[config.mk]
export PLATFORM = sky130hd
export DESIGN_NAME = issue_scoreboard
export DESIGN_NICKNAME = d
export VERILOG_FILES = /design/src/rtl/issue_scoreboard.sv
export SDC_FILE = /design/constraint.sdc
export NUM_CORES = 1
export LEC_CHECK = 0
export ABC_CLOCK_PERIOD_IN_PS = 68300
export CAP_MARGIN = 0
export CORE_MARGIN = 2
export CORE_UTILIZATION = 35
export DETAILED_ROUTE_END_ITERATION = 10
export PLACE_DENSITY_LB_ADDON = 0.08
export SLEW_MARGIN = 30
export SYNTH_ARGS = -nofsm -noshare
export SYNTH_HDL_FRONTEND = slang
export SYNTH_SLANG_ARGS = --single-unit
[constraint.sdc]
create_clock -name clk -period 68.3 [get_ports clk]
set_input_delay 20.49 -clock clk [delete_from_list [all_inputs] [get_ports clk]]
set_output_delay 20.49 -clock clk [all_outputs]
set_load 0.1 [all_outputs]
[src/rtl/issue_scoreboard.sv]
// Dual-issue register scoreboard with drain FSM and single-cycle flush.
// Optional ISSUE_SB_BYPASS_EN: sources become ready in the cycle of their writeback.
module issue_scoreboard #(
   parameter int REG_NUM    = 32,
   parameter int CNT_W      = 2,
   parameter int INFLIGHT_W = 7
) (
   input  logic                  clk,
   input  logic                  rst,
   input  logic                  valid_0,
   input  logic [4:0]            rs1_0,
   input  logic [4:0]            rs2_0,
   input  logic [4:0]            rd_0,
   input  logic                  re1_0,
   input  logic                  re2_0,
   input  logic                  we_0,
   input  logic                  valid_1,
   input  logic [4:0]            rs1_1,
   input  logic [4:0]            rs2_1,
   input  logic [4:0]            rd_1,
   input  logic                  re1_1,
   input  logic                  re2_1,
   input  logic                  we_1,
   output logic                  issue_0,
   output logic                  issue_1,
   input  logic                  wb_we_1,
   input  logic                  wb_we_2,
   input  logic [4:0]            wb_addr_1,
   input  logic [4:0]            wb_addr_2,
   input  logic                  flush,
   input  logic                  drain_req,
   output logic                  drain_busy,
   output logic                  drain_done,
   output logic [INFLIGHT_W-1:0] inflight_cnt,
   output logic                  wb_err
);

   localparam logic [CNT_W-1:0] CNT_MAX = '1;

   typedef enum logic {RUN, DRAIN} state_t;

   state_t                state_q, state_d;
   logic [CNT_W-1:0]      cnt_q [REG_NUM];
   logic [CNT_W-1:0]      cnt_d [REG_NUM];
   logic [1:0]            ret   [REG_NUM];
   logic [INFLIGHT_W-1:0] infl_q, infl_d;
   logic                  done_q, done_d;
   logic                  err_q, err_d;
   logic                  gate, w0, raw, waw;

   function automatic logic src_ok(input logic en, input logic [4:0] a);
      logic [CNT_W:0] c;
      c = {1'b0, cnt_q[a]};
      src_ok = !en || (a == 5'd0) || (c == '0);
`ifdef ISSUE_SB_BYPASS_EN
      src_ok = src_ok || (c <= (CNT_W+1)'(ret[a]));
`endif
   endfunction

   function automatic logic dst_ok(input logic en, input logic [4:0] a);
      dst_ok = !en || (a == 5'd0) || (cnt_q[a] != CNT_MAX);
   endfunction

   always_comb begin
      for (int r = 0; r < REG_NUM; r++) begin
         ret[r] = {1'b0, wb_we_1 && (wb_addr_1 == 5'(r))}
                + {1'b0, wb_we_2 && (wb_addr_2 == 5'(r))};
      end
   end

   assign gate = rst && (state_q == RUN) && !drain_req && !flush;
   assign w0   = we_0 && (rd_0 != 5'd0);
   assign raw  = w0 && ((re1_1 && (rs1_1 == rd_0)) ||
                        (re2_1 && (rs2_1 == rd_0)));
   assign waw  = w0 && we_1 && (rd_1 == rd_0);

   assign issue_0 = gate && valid_0 &&
                    src_ok(re1_0, rs1_0) && src_ok(re2_0, rs2_0) &&
                    dst_ok(we_0, rd_0);
   assign issue_1 = issue_0 && valid_1 && !raw && !waw &&
                    src_ok(re1_1, rs1_1) && src_ok(re2_1, rs2_1) &&
                    dst_ok(we_1, rd_1);

   always_comb begin : upd
      logic [1:0]            a;
      logic [CNT_W+1:0]      sum;
      logic [CNT_W+1:0]      rr;
      logic [INFLIGHT_W-1:0] alloc_n;
      logic [INFLIGHT_W-1:0] ret_n;
      state_d = state_q;
      done_d  = 1'b0;
      err_d   = err_q;
      alloc_n = '0;
      ret_n   = '0;
      a       = '0;
      sum     = '0;
      rr      = '0;
      for (int r = 0; r < REG_NUM; r++) cnt_d[r] = cnt_q[r];
      // Net alloc/retire per register; retiring more than is pending clamps.
      for (int r = 1; r < REG_NUM; r++) begin
         a   = {1'b0, issue_0 && w0 && (rd_0 == 5'(r))}
             + {1'b0, issue_1 && we_1 && (rd_1 == 5'(r))};
         sum = {2'b00, cnt_q[r]} + {{CNT_W{1'b0}}, a};
         rr  = {{CNT_W{1'b0}}, ret[r]};
         alloc_n = alloc_n + INFLIGHT_W'(a);
         if (sum < rr) begin
            cnt_d[r] = '0;
            err_d    = 1'b1;
            ret_n    = ret_n + INFLIGHT_W'(sum);
         end else begin
            cnt_d[r] = CNT_W'(sum - rr);
            ret_n    = ret_n + INFLIGHT_W'(rr);
         end
      end
      infl_d = infl_q + alloc_n - ret_n;
      unique case (state_q)
         RUN:   if (drain_req) state_d = DRAIN;
         DRAIN: if (infl_q == '0 && !wb_we_1 && !wb_we_2) begin
            state_d = RUN;
            done_d  = 1'b1;
         end
         default: state_d = RUN;
      endcase
      if (flush) begin
         for (int r = 0; r < REG_NUM; r++) cnt_d[r] = '0;
         infl_d  = '0;
         state_d = RUN;
         done_d  = 1'b0;
         err_d   = err_q;
      end
   end

   always_ff @(posedge clk or negedge rst) begin
      if (!rst) begin
         for (int r = 0; r < REG_NUM; r++) cnt_q[r] <= '0;
         state_q <= RUN;
         infl_q  <= '0;
         done_q  <= 1'b0;
         err_q   <= 1'b0;
      end else begin
         for (int r = 0; r < REG_NUM; r++) cnt_q[r] <= cnt_d[r];
         state_q <= state_d;
         infl_q  <= infl_d;
         done_q  <= done_d;
         err_q   <= err_d;
      end
   end

   assign inflight_cnt = infl_q;
   assign drain_busy   = (state_q == DRAIN);
   assign drain_done   = done_q;
   assign wb_err       = err_q;

endmodule
==> results of run 1 <==
-- placed cells by master (no fill, tap or decap), types with 12 or more instances in the layout --
| cell type | n |
|---|---|
| fa_1 | 121 |
| nor2_1 | 178 |
| a211oi_1 | 20 |
| conb_1 | 15 |
| a21o_1 | 43 |
| nor3b_1 | 19 |
| mux2i_1 | 30 |
| o211ai_1 | 12 |
| nor4_1 | 36 |
| ha_1 | 260 |
| nand2b_1 | 24 |
| nor3_1 | 109 |
| xnor2_1 | 89 |
| o21ai_0 | 81 |
| xor2_1 | 52 |
| nand3b_1 | 15 |
| mux4_2 | 38 |
| nand3_1 | 52 |
| and2_1 | 19 |
| a21oi_1 | 82 |
| mux2_2 | 24 |
| dfrtp_1 | 72 |
| clkdlybuf4s50_1 | 62 |
| inv_1 | 341 |
| nand2_1 | 91 |
| nor2b_1 | 56 |
-- synth_stat cells (8+ instances only) --
cell and number:
a211oi_1 20, a21o_1 43, a21oi_1 82, a31oi_1 8, and2_1 19, clkbuf_1 49
dfrtp_1 72, fa_1 121, ha_1 260, inv_1 341, mux2_2 24, mux2i_1 30
mux4_2 38, nand2_1 91, nand2b_1 24, nand3_1 52, nand3b_1 15, nor2_1 178
nor2b_1 56, nor3_1 109, nor3b_1 19, nor4_1 36, o211ai_1 12, o21a_1 8
o21ai_0 81, xnor2_1 89, xnor3_1 11, xor2_1 52
-- stage by stage --
| step | utilization | hold slack, ns | power (mW) |
|---|---|---|---|
| global route | 0.390 | 0.521 | 0.567 |
| finish | 0.390 | 0.497 | 0.507 |
| global placement | 0.383 | 0.490 | 0.451 |
| floorplan | - | 0.738 | 0.363 |
| detailed placement | 0.383 | 0.483 | 0.457 |
| CTS | 0.390 | 0.505 | 0.515 |
-- cells by family after synthesis --
logic type	after synthesis
AO/OA/AOI/OAI	303
other	1
adder cells (fa/ha/maj)	382
flip-flops	72
multiplexers	94
buffers and inverters	398
AND/OR/NAND/NOR	647
XOR/XNOR	168
-- worst max-delay path by stage --
stage,start,endpoint,depth (start not counted)
floorplan,rd_0[1],inflight_cnt[6],83
global placement,rd_0[3],inflight_cnt[6],80
detailed placement,rd_0[3],inflight_cnt[6],80
CTS,rd_0[3],inflight_cnt[6],80
global route,rd_0[0],inflight_cnt[6],80
finish,rd_1[3],inflight_cnt[6],78
-- registers in the layout, indices dropped and copies added (netlist names) --
| signal | count |
|---|---|
| cnt_q | 62 |
| drain_busy | 1 |
| drain_done | 1 |
| inflight_cnt | 7 |
| wb_err | 1 |
-- power by group through the flow --
stage	sequential, mW	clock, mW	combinational [mW]
after floorplan	0.0612	0	0.302
after global placement	0.0504	0	0.400
after detailed placement	0.0504	0	0.406
after CTS	0.0497	0.0562	0.409
after global routing	0.0499	0.0572	0.459
final	0.0495	0.0545	0.403
-- worst max-delay path: cells and delay by family --
kind                     cells  cell delay [ns]
XOR/XNOR                     6             1.17
AND/OR/NAND/NOR              8             1.60
buffers and inverters       10             1.55
AO/OA/AOI/OAI                7             1.27
adder cells (fa/ha/maj)     43            20.85
multiplexers                 4             1.79
-- cell type report --
cell class | count | area [um^2]
well taps | 664 | 831
inverters | 341 | 1280
fillers | 4950 | 30000
repair buffers | 72 | 691
multi-input cells | 1609 | 14200
clock buffers | 9 | 225
flip-flops and latches | 72 | 1800
clock inverters | 7 | 96.3
-- routing by layer --
layer  up-vias  routed length [um]
li1       7103                   -
met1      6961               26100
met2       317               25000
met3        58                2130
met4         0                1380
met5         -                   0
==> results_dict.tcl, run 1 <==
set metrics [dict create \
    status "completed" \
    maxCapViolations 0 \
    drt_wl_total_mm 54.7 \
    post_drt_wl_per_cell_um 19.7 \
    critPathMaxStageDelay_ns 1.04 \
    synth_top_cell_area_share 0.186 \
    die_height_um 227 \
    critPathKind "in2reg" \
    met3_usage 0.0197 \
    p_seq_frac 0.098 \
    drtPass1Iterations 5 \
    place_congestion 0.922 \
    crit_top_cell "fa_1" \
    slew_viol_final 0 \
    fp.dieW_um 227 \
    busiest_layer "met2" \
    leakagePower_nw 8.82 \
    rsz0062_at_grt "no" \
    placed_area_mm2 0.0188 \
    port_buffers 65 \
    core_mm2 0.0492 \
    n_antenna_cell 0 \
    worst-path-max-fanout 19 \
    track_usage 0.217 \
    yosysUniqueCellTypes 80 \
    timing.fmax_mhz 20.6 \
    synthFlopType "dfrtp_1" \
    intPower_uw 247 \
    fin_crit_sh 0.709 \
    netlist.top_cell.by_area "ha_1" \
    syn_avg_cell_area_um2 8.46 \
    cts_setup_buffers 0 \
    synth_area_mm2 0.0175 \
    worstMarginPinSlew_ns 1.02 \
    setup_ws_ns 19.87 \
    initial_utilization 0.356 \
    fin_area_mm2 0.0192 \
    post-route-min-period_ns 48.43 \
    dpl_worst_slack_ns 19.18 \
    die_area_mm2 0.0517 \
    setup_viol 0 \
    cts_hold_buffers 0 \
    syn_to_final_growth_pct 9.59 \
    r2r-end "inflight_cnt[6]" \
    post-place-cells 2758 \
    grt_start_max_net_pins 57 \
    cp-start-kind "input pin" \
    grt_pass1_wl_mm 84.5 \
    post_drt_via_cell_ratio 5.21 \
    met2_usage 0.352 \
    synthArstFlopShare 1.00 \
    drc 0 \
    required_ns 68.60 \
    root_buffer "clkbuf_16" \
    ys_ff_latch 72 \
    h-tree-depth 3 \
    critPathSlowestCell "clkdlybuf4s50_1" \
    drtIter0Drc 850 \
    holdCritPathClass "reg2reg" \
    yosys.area_share.simple 0.189 \
    layout-drive-gt1-share 0.0573 \
    overflow 0 \
    cts_buffers 9 \
    r2r-start "cnt_q[38]" \
    synth-edff-count 0 \
    slew_headroom 0.315 \
    synth.mux.area_fraction 0.0833 \
    cts_tree "done" \
    r2r_cells 83 \
    cts.reportedPaths.clkPinSlew_ns 0.07 \
    pin_count 66 \
    yosys_warnings 0 \
    arrival_ns 48.73 \
    p_per_area_mw_per_mm2 26.5 \
    use_met1 0.305 \
    syn-instance-count 2065 \
    tns_ns 0 \
    final_hold_viol_count 0 \
    synth-xor-area-share 0.105 \
    swShare 0.513 \
    cts.repair.resized 0 \
    rows 81 \
    clock_latency_ns 0.37 \
    holdCritStartpoint "wb_err" \
    nNetsFinal 2540 \
    synth_compound_area_frac 0.108 \
    synth-adder-area-share 0.325 \
    synth.area.top_cells "ha_1, fa_1, dfrtp_1" \
    hold_depth 1 \
    layout.cells.non_filler 2774 \
    p_switching_uw 260 \
    final_antenna_net_count 0 \
    pwr-share-comb 0.795 \
    cts_buffer_depth 2 \
    final.setup_skew_ns 0.0168 \
    cts_sinks 72 \
    place_hpwl_mm 47.1 \
    antenna_found_initial 1 \
    r2r_slack_ns 40.22 \
    vdd.ir_drop.worst_uv 37.0 \
    yosysSeqAreaShare 0.103 \
    cp-end-kind "register" \
    dr_total_vias 14400 \
    grt_pass1_vias 14100 \
    clkPwrFrac 0.107 \
    synth_top_family_by_area "adder cells" \
    hold_path_end "wb_err" \
]
Note: power is estimated with default switching activity, not from simulation.
==> run 2, diff against run 1 <==
--- a/config.mk
+++ b/config.mk
@@ -5,7 +5,7 @@
 export SDC_FILE = /design/constraint.sdc
 export NUM_CORES = 1
 export LEC_CHECK = 0
-export ABC_CLOCK_PERIOD_IN_PS = 68300
+export ABC_CLOCK_PERIOD_IN_PS = 42800
 export CAP_MARGIN = 0
 export CORE_MARGIN = 2
 export CORE_UTILIZATION = 35
==> constraint.sdc (replaced) <==
create_clock -name clk -period 42.8 [get_ports clk]
set_input_delay 12.84 -clock clk [delete_from_list [all_inputs] [get_ports clk]]
set_output_delay 12.84 -clock clk [all_outputs]
set_load 0.1 [all_outputs]
==> results_dict.tcl, run 2 (synthesized netlist as in run 1, its figures left out) <==
set metrics [dict create \
    holdCritStartpoint "wb_err" \
    drt_wl_total_mm 55.3 \
    grt_pass1_vias 14300 \
    fp.dieW_um 227 \
    worst-path-max-fanout 22 \
    cts_tree "done" \
    core_mm2 0.0492 \
    layout_commonest_cell "inv_1" \
    track_usage 0.220 \
    post-route-min-period_ns 41.25 \
    cts_setup_buffers 0 \
    crit_top_cell "fa_1" \
    grt_start_max_net_pins 73 \
    p_switching_uw 415 \
    fin_crit_sh 0.964 \
    grt_pass1_wl_mm 85.1 \
    nNetsFinal 2541 \
    cp-end-kind "register" \
    maxCapViolations 0 \
    drtPass1Iterations 6 \
    setup.worst_path.start "rd_0[1]" \
    holdCritPathClass "reg2reg" \
    intPower_uw 396 \
    arrival_ns 41.54 \
    critPathSlowestCell "clkdlybuf4s50_1" \
    root_buffer "clkbuf_16" \
    rows 81 \
    cts.reportedPaths.clkPinSlew_ns 0.07 \
    pwr-share-comb 0.793 \
    worstMarginPinSlew_ns 1.00 \
    cts_buffer_depth 2 \
    dpl_worst_slack_ns 1.14 \
    rsz0062_at_grt "no" \
    slew_headroom 0.329 \
    place_congestion 0.929 \
    pin_count 66 \
    timing.fmax_mhz 24.2 \
    cts_buffers 9 \
    drtIter0Drc 947 \
    leakagePower_nw 8.82 \
    critPathKind "in2reg" \
    initial_utilization 0.356 \
    die_area_mm2 0.0517 \
    setup_ws_ns 1.55 \
    cts_sinks 72 \
    tns_ns 0 \
    die_height_um 227 \
    cts_hold_buffers 0 \
    r2r-start "cnt_q[54]" \
    cts.repair.resized 0 \
    h-tree-depth 3 \
    largest_reg_flops 62 \
    cp-start-kind "input pin" \
    overflow 0 \
    final.setup_skew_ns 0.0125 \
    largest_register "cnt_q" \
    layout-drive-gt1-share 0.0578 \
    final_cell_mix "inv_1, ha_1, nor2_1" \
    critPathMaxStageDelay_ns 0.89 \
    dr_total_vias 14400 \
    syn_to_final_growth_pct 9.74 \
    finalPower_uw 810 \
    place_hpwl_mm 47.7 \
    clock_latency_ns 0.38 \
    clkPwrFrac 0.110 \
    antenna_found_initial 0 \
    drc 0 \
    port_buffers 65 \
    slew_viol_final 0 \
    vdd.ir_drop.worst_uv 75.1 \
    final_hold_viol_count 0 \
    post_drt_wl_per_cell_um 19.9 \
    p_per_area_mw_per_mm2 42.2 \
    required_ns 43.10 \
    final_antenna_net_count 0 \
    post_drt_via_cell_ratio 5.20 \
    fin_util 0.390 \
    p_seq_frac 0.098 \
    swShare 0.512 \
    setup_viol 0 \
    status "completed" \
]
==> run 2: area by class of cell <==
type,count,area [um^2]
inverters,341,1280
repair buffers,73,703
diodes,1,2.50
clock buffers,9,225
fillers,5068,30000
flip-flops and latches,72,1800
well taps,664,831
multi-input cells,1609,14200
clock inverters,7,103
==> run 2: power groups by stage <==
| stage | Clock, mW | Combinational [mW] | Sequential [mW] |
|---|---|---|---|
| after global placement | 0 | 0.638 | 0.0805 |
| after floorplan | 0 | 0.482 | 0.0976 |
| after detailed placement | 0 | 0.649 | 0.0804 |
| after CTS | 0.0914 | 0.652 | 0.0792 |
| final | 0.0890 | 0.642 | 0.0791 |
| after global routing | 0.0940 | 0.738 | 0.0798 |
==> run 2: path summary, 6_finish.rpt <==
| check | to | cells past startpoint | slack, ns |
|---|---|---|---|
| setup / recovery | inflight_cnt[6] | 85 | 1.55 |
| hold / removal | wb_err | 1 | 0.51 |
| setup reg to reg | inflight_cnt[6] | 82 | 14.56 |
| hold reg to reg | wb_err | 1 | 0.51 |
| max in group asynchronous | cnt_q[40] | 2 | 29.33 |
| min in group asynchronous | inflight_cnt[2] | 1 | 12.46 |
==> run 2: worst max-delay path: cells and delay by family <==
family	cells	cell delay, ns
xor gates and xnor gates	6	1.18
AOI/OAI and AO/OA	9	1.39
muxes	3	1.21
buffers and inverters	12	1.89
and+or+nand+nor	12	2.03
adders and majority gates	43	20.94
==> run 2: per-layer routing <==
metal / wire length (um) / up-vias / global-route usage
li1: - / 7109 / -
met1: 26000 / 6873 / 0.309
met3: 2570 / 64 / 0.0268
met4: 1890 / 0 / 0.0786
met5: 0 / - / 0
met2: 24800 / 383 / 0.348
==> run 2: per-stage QoR <==
stage / hold WS (ns) / cells / area, um^2
global placement: 0.501 / 2759 / 18800
finish: 0.508 / 2776 / 19200
floorplan: 0.738 / 2079 / 17500
detailed placement: 0.503 / 2759 / 18800
global route: 0.542 / 2775 / 19200
CTS: 0.524 / 2775 / 19200
